**src/rtl/fsk_tx_ctrl.sv**
```systemverilog
// fsk_tx_ctrl: frames bytes as start/8 data LSB-first/stop bits, times bit periods and drives FSK carriers
module fsk_tx_ctrl #(
  parameter int CLK_PER_BIT = 200,
  parameter int F0_HALF     = 8,
  parameter int F1_HALF     = 4
) (
  input  logic       clk,
  input  logic       rst,
  input  logic       enable,
  input  logic [7:0] tx_data,
  input  logic       tx_valid,
  output logic       tx_ready,
  output logic       bit_out,
  output logic       bit_clk,
  output logic       carrier_f0,
  output logic       carrier_f1,
  output logic       busy,
  output logic       frame_done
);
  localparam int BW = $clog2(CLK_PER_BIT);
  localparam int W0 = $clog2(F0_HALF + 1);
  localparam int W1 = $clog2(F1_HALF + 1);
  localparam logic [BW-1:0] LAST = BW'(CLK_PER_BIT - 1);
  localparam logic [BW-1:0] HALF = BW'(CLK_PER_BIT / 2);
  typedef enum logic [1:0] {IDLE, START, DATA, STOP} state_t;
  state_t state, state_n;
  logic [BW-1:0] bcnt, bcnt_n;
  logic [2:0] idx, idx_n;
  logic [7:0] shreg, shreg_n;
  logic [W0-1:0] c0;
  logic [W1-1:0] c1;
  logic end_bit, end0, end1;
  assign end_bit  = bcnt == LAST;
  assign end0     = c0 == W0'(F0_HALF - 1);
  assign end1     = c1 == W1'(F1_HALF - 1);
  assign tx_ready = rst && enable && state == IDLE;
  assign busy     = state != IDLE;
  assign bit_out  = state == START ? 1'b0 : state == DATA ? shreg[0] : 1'b1;
  // next-state, bit timer, bit index and shift register
  always_comb begin
    state_n = state;
    bcnt_n  = state == IDLE ? '0 : end_bit ? '0 : bcnt + 1'b1;
    idx_n   = idx;
    shreg_n = shreg;
    case (state)
      IDLE: if (tx_valid && tx_ready) begin
        shreg_n = tx_data;
        idx_n   = '0;
        state_n = START;
      end
      START: if (end_bit) begin
        idx_n   = '0;
        state_n = DATA;
      end
      DATA: if (end_bit) begin
        shreg_n = shreg >> 1;
        idx_n   = idx + 3'd1;
        state_n = idx == 3'd7 ? STOP : DATA;
      end
      STOP: state_n = end_bit ? IDLE : STOP;
      default: state_n = IDLE;
    endcase
  end
  // frame state, strobe outputs registered from next-state values so they align with bit_out
  always_ff @(posedge clk or negedge rst) begin
    if (!rst) begin
      state      <= IDLE;
      bcnt       <= '0;
      idx        <= '0;
      shreg      <= '0;
      bit_clk    <= 1'b0;
      frame_done <= 1'b0;
    end else begin
      state      <= state_n;
      bcnt       <= bcnt_n;
      idx        <= idx_n;
      shreg      <= shreg_n;
      bit_clk    <= state_n != IDLE && bcnt_n < HALF;
      frame_done <= state == STOP && end_bit;
    end
  end
  // free-running carrier dividers, independent of framing and enable
  always_ff @(posedge clk or negedge rst) begin
    if (!rst) begin
      c0         <= '0;
      c1         <= '0;
      carrier_f0 <= 1'b0;
      carrier_f1 <= 1'b0;
    end else begin
      c0         <= end0 ? '0 : c0 + 1'b1;
      c1         <= end1 ? '0 : c1 + 1'b1;
      carrier_f0 <= end0 ? ~carrier_f0 : carrier_f0;
      carrier_f1 <= end1 ? ~carrier_f1 : carrier_f1;
    end
  end
endmodule

```
**config.mk**
```make
export PLATFORM = sky130hd
export DESIGN_NAME = fsk_tx_ctrl
export DESIGN_NICKNAME = d
export VERILOG_FILES = /design/src/rtl/fsk_tx_ctrl.sv
export SDC_FILE = /design/constraint.sdc
export NUM_CORES = 1
export LEC_CHECK = 0
export CAP_MARGIN = 15
export CORE_UTILIZATION = 35
export CTS_CLUSTER_DIAMETER = 30
export DETAILED_ROUTE_END_ITERATION = 6
export PLACE_DENSITY = 0.62
export SYNTH_ARGS = -nofsm -noshare
export SYNTH_HDL_FRONTEND = slang
export SYNTH_SLANG_ARGS = --single-unit
```
**constraint.sdc**
```tcl
create_clock -name clk -period 4.7 [get_ports clk]
set_clock_uncertainty 0.1 [all_clocks]
set_input_delay 0.705 -clock clk [delete_from_list [all_inputs] [get_ports clk]]
set_output_delay 0.705 -clock clk [all_outputs]
set_load 0.005 [all_outputs]
```
==> qor.txt <==
status = finished, final reports clean
area of the multi-input gates = 759 um2
Fin. Hold Viols = 0
crit-path max FO = 34
Worst R2R Path Depth = 6
peak supply drop = 0.000172 V
Iteration-0 DRC Markers = 54
initial core utilization = 0.368
number of port buffers = 18
area grow syn2layout = 22.1%
Hold Buf Count CTS = 0
Die Height = 70.1 um
Routed WL = 2.87 mm
# DRC = 0
DRT antenna net count = 0
WP data arrival = 2.28 ns
Core ar. = 4410 um2
Worst-path clk slew = 0.06 ns
final setup margin = 1.62 ns
CP required = 3.89 ns
# rows = 24
initial antenna violation count = 0
GR Util met1 = 0.160
period utilisation layout = 0.656
unrepaired setup endpoints after global routing = false
gp weighted congestion = 0.786
Most Used Layer, Global Route = met2
Post-Synth XOR/XNOR Area = 0.0539
DRT Pass-1 Iters = 4
post-synthesis cell count = 152
top cell type's share of synthesized area = 0.493
number of global-route vias before repair = 1223
post_cts resized = 0
Compound-Gate Fraction of Synth Area = 0.130
Root Driver = clkbuf_8
Via density = 4.88
mux share of post-synthesis cell area = 0.0431
met2 GRT Util = 0.236
Distinct cells, synth = 36
register area share after synthesis = 0.493
I/O pin count = 19
normalized max-slew margin = 0.568
grt total ovfl = 0
Simple-Gate Fraction of Synth Area = 0.163
Worst Hold Path Cells = 1
share of cells above drive strength 1 = 0.108
M3 GR Usage = 0.0433
ys async rst share = 1.00
Post-Syn Area = 1630 um2
antenna cell count = 0
Synth area leader = dfrtp_1
Finished Core Util = 0.450
CTS tree = done
DR vias = 1112
clock sinks = 32
die width = 70.1 um
number of synthesized flops with an enable pin = 0
Fillers = 415
CTS Buf Count = 5
#FFs+latches synth = 32
crit path capture type = primary output
max_cap viols = 0
CTS Buffer Depth = 2
Final Power = 0.000575 W
maximum clock frequency = 324 MHz
Top FF cell, synth = dfrtp_1
Final min period = 3.08 ns
Total Nets Final = 197
fin. max-slew vios = 0
Crit Path Class = primary input to primary output
synthesized area per cell = 10.7 um2
P_leak = 0.884 nW
cell with the most instances after synthesis = dfrtp_1
Sum Neg Setup Slack = 0 ns
Tot GR Track Use = 0.139
PwrDens = 290 nW/um2
worst slack, placed = 1.59 ns
Sequential cell area = 801 um2
drt wl/cell = 12.6 um
largest family of logic cells by synthesized area = simple AND/OR/NAND/NOR gates
post-synthesis adder-cell area fraction = 0.0770
Synth top cells by count = dfrtp_1, nand2_1, inv_1
top post-synthesis cells by area = dfrtp_1, ha_1, mux2i_1, nand2_1, nand3_1
# setup viols final = 0
Post-CTS Setup Bufs = 0
Worst-Margin Slew = 0.648 ns
HPWL after detailed placement = 2.16 mm
Die Area = 4920 um2
Yosys warning count = 0
global-route wire length before repair = 5.34 mm
Syn Nets = 174
H-Tree Depth = 2
largest net degree at the start of global routing = 35
CP startpoint kind = primary input
R2R setup slack = 2.57 ns
Hold WC Path Type = flop to flop
Worst-Skew Late Latency = 0.28 ns
## through the flow
stage	hold slack, ns	instances	cell area [um2]
after floorplan	0.306	152	1630
after global placement	0.317	220	1860
after detailed placement	0.333	220	1860
after CTS	0.343	228	1980
after global routing	0.366	228	1980
final	0.340	228	1980
## cells by family (layout without fill, tap and decap cells)
| family | Yosys count | in the layout |
|---|---|---|
| AO/OA/AOI/OAI | 28 | 28 |
| multiplexers | 7 | 7 |
| adder cells (fa/ha/maj) | 10 | 10 |
| buffers and inverters | 15 | 39 |
| AND/OR/NAND/NOR | 50 | 50 |
| flip-flops | 32 | 32 |
| XOR/XNOR | 10 | 10 |
## path summary, 6_finish.rpt
check	from	end
max in group asynchronous	rst	c1[2]
worst min-delay path	c1[0]	c1[0]
worst max-delay path	rst	tx_ready
worst min register to register	c1[0]	c1[0]
worst max register to register	state[0]	idx[0]
min in group asynchronous	rst	state[1]
## worst max-delay path, cell delays in order
cell and delay [ns]:
clkdlybuf4s50_1 0.46, buf_4 0.37, and3_1 0.24, clkdlybuf4s50_1 0.50
## per-layer routing
metal  vias to the layer above  part of all wire
met5                         -                 0
met4                         0             0.014
met3                         7             0.036
met2                        18              0.52
met1                       520              0.43
li1                        567                 -
## placed cells by master (no fill, tap or decap), types with 3 or more instances in the layout
cell,count
a21o_1,3
a21oi_1,6
and2_1,3
and3_1,3
clkbuf_8,7
clkdlybuf4s50_1,18
dfrtp_1,32
ha_1,10
inv_1,12
mux2i_1,7
nand2_1,15
nand3_1,9
nor2_1,11
o21ai_0,4
o21ai_1,4
o21ai_2,3
xnor2_1,5
xor2_1,5
## area by class of cell
| type | count | share of cell area |
|---|---|---|
| multi-input cells | 105 | 0.383 |
| inverters | 12 | 0.0227 |
| repair buffers | 19 | 0.0946 |
| well taps | 52 | 0.0328 |
| flip-flops and latches | 32 | 0.404 |
| clock inverters | 1 | 0.0151 |
| clock buffers | 7 | 0.0485 |
## power breakdown
group | switching, W | internal (W) | leakage [nW]
sequential | 0 | 0.000275 | 0.404
combinational | 0.00000775 | 0.00000945 | 0.416
clock | 0.0000952 | 0.000187 | 0.0645
total | 0.000103 | 0.000472 | 0.884
## state kept, by name, indices dropped and copies added, names as in the netlist
signal / count
shreg: 8
idx: 3
c1: 3
bcnt: 8
c0: 4
frame_done: 1
carrier_f1: 1
state: 2
carrier_f0: 1
bit_clk: 1
Power figures use the tool's default switching activity.
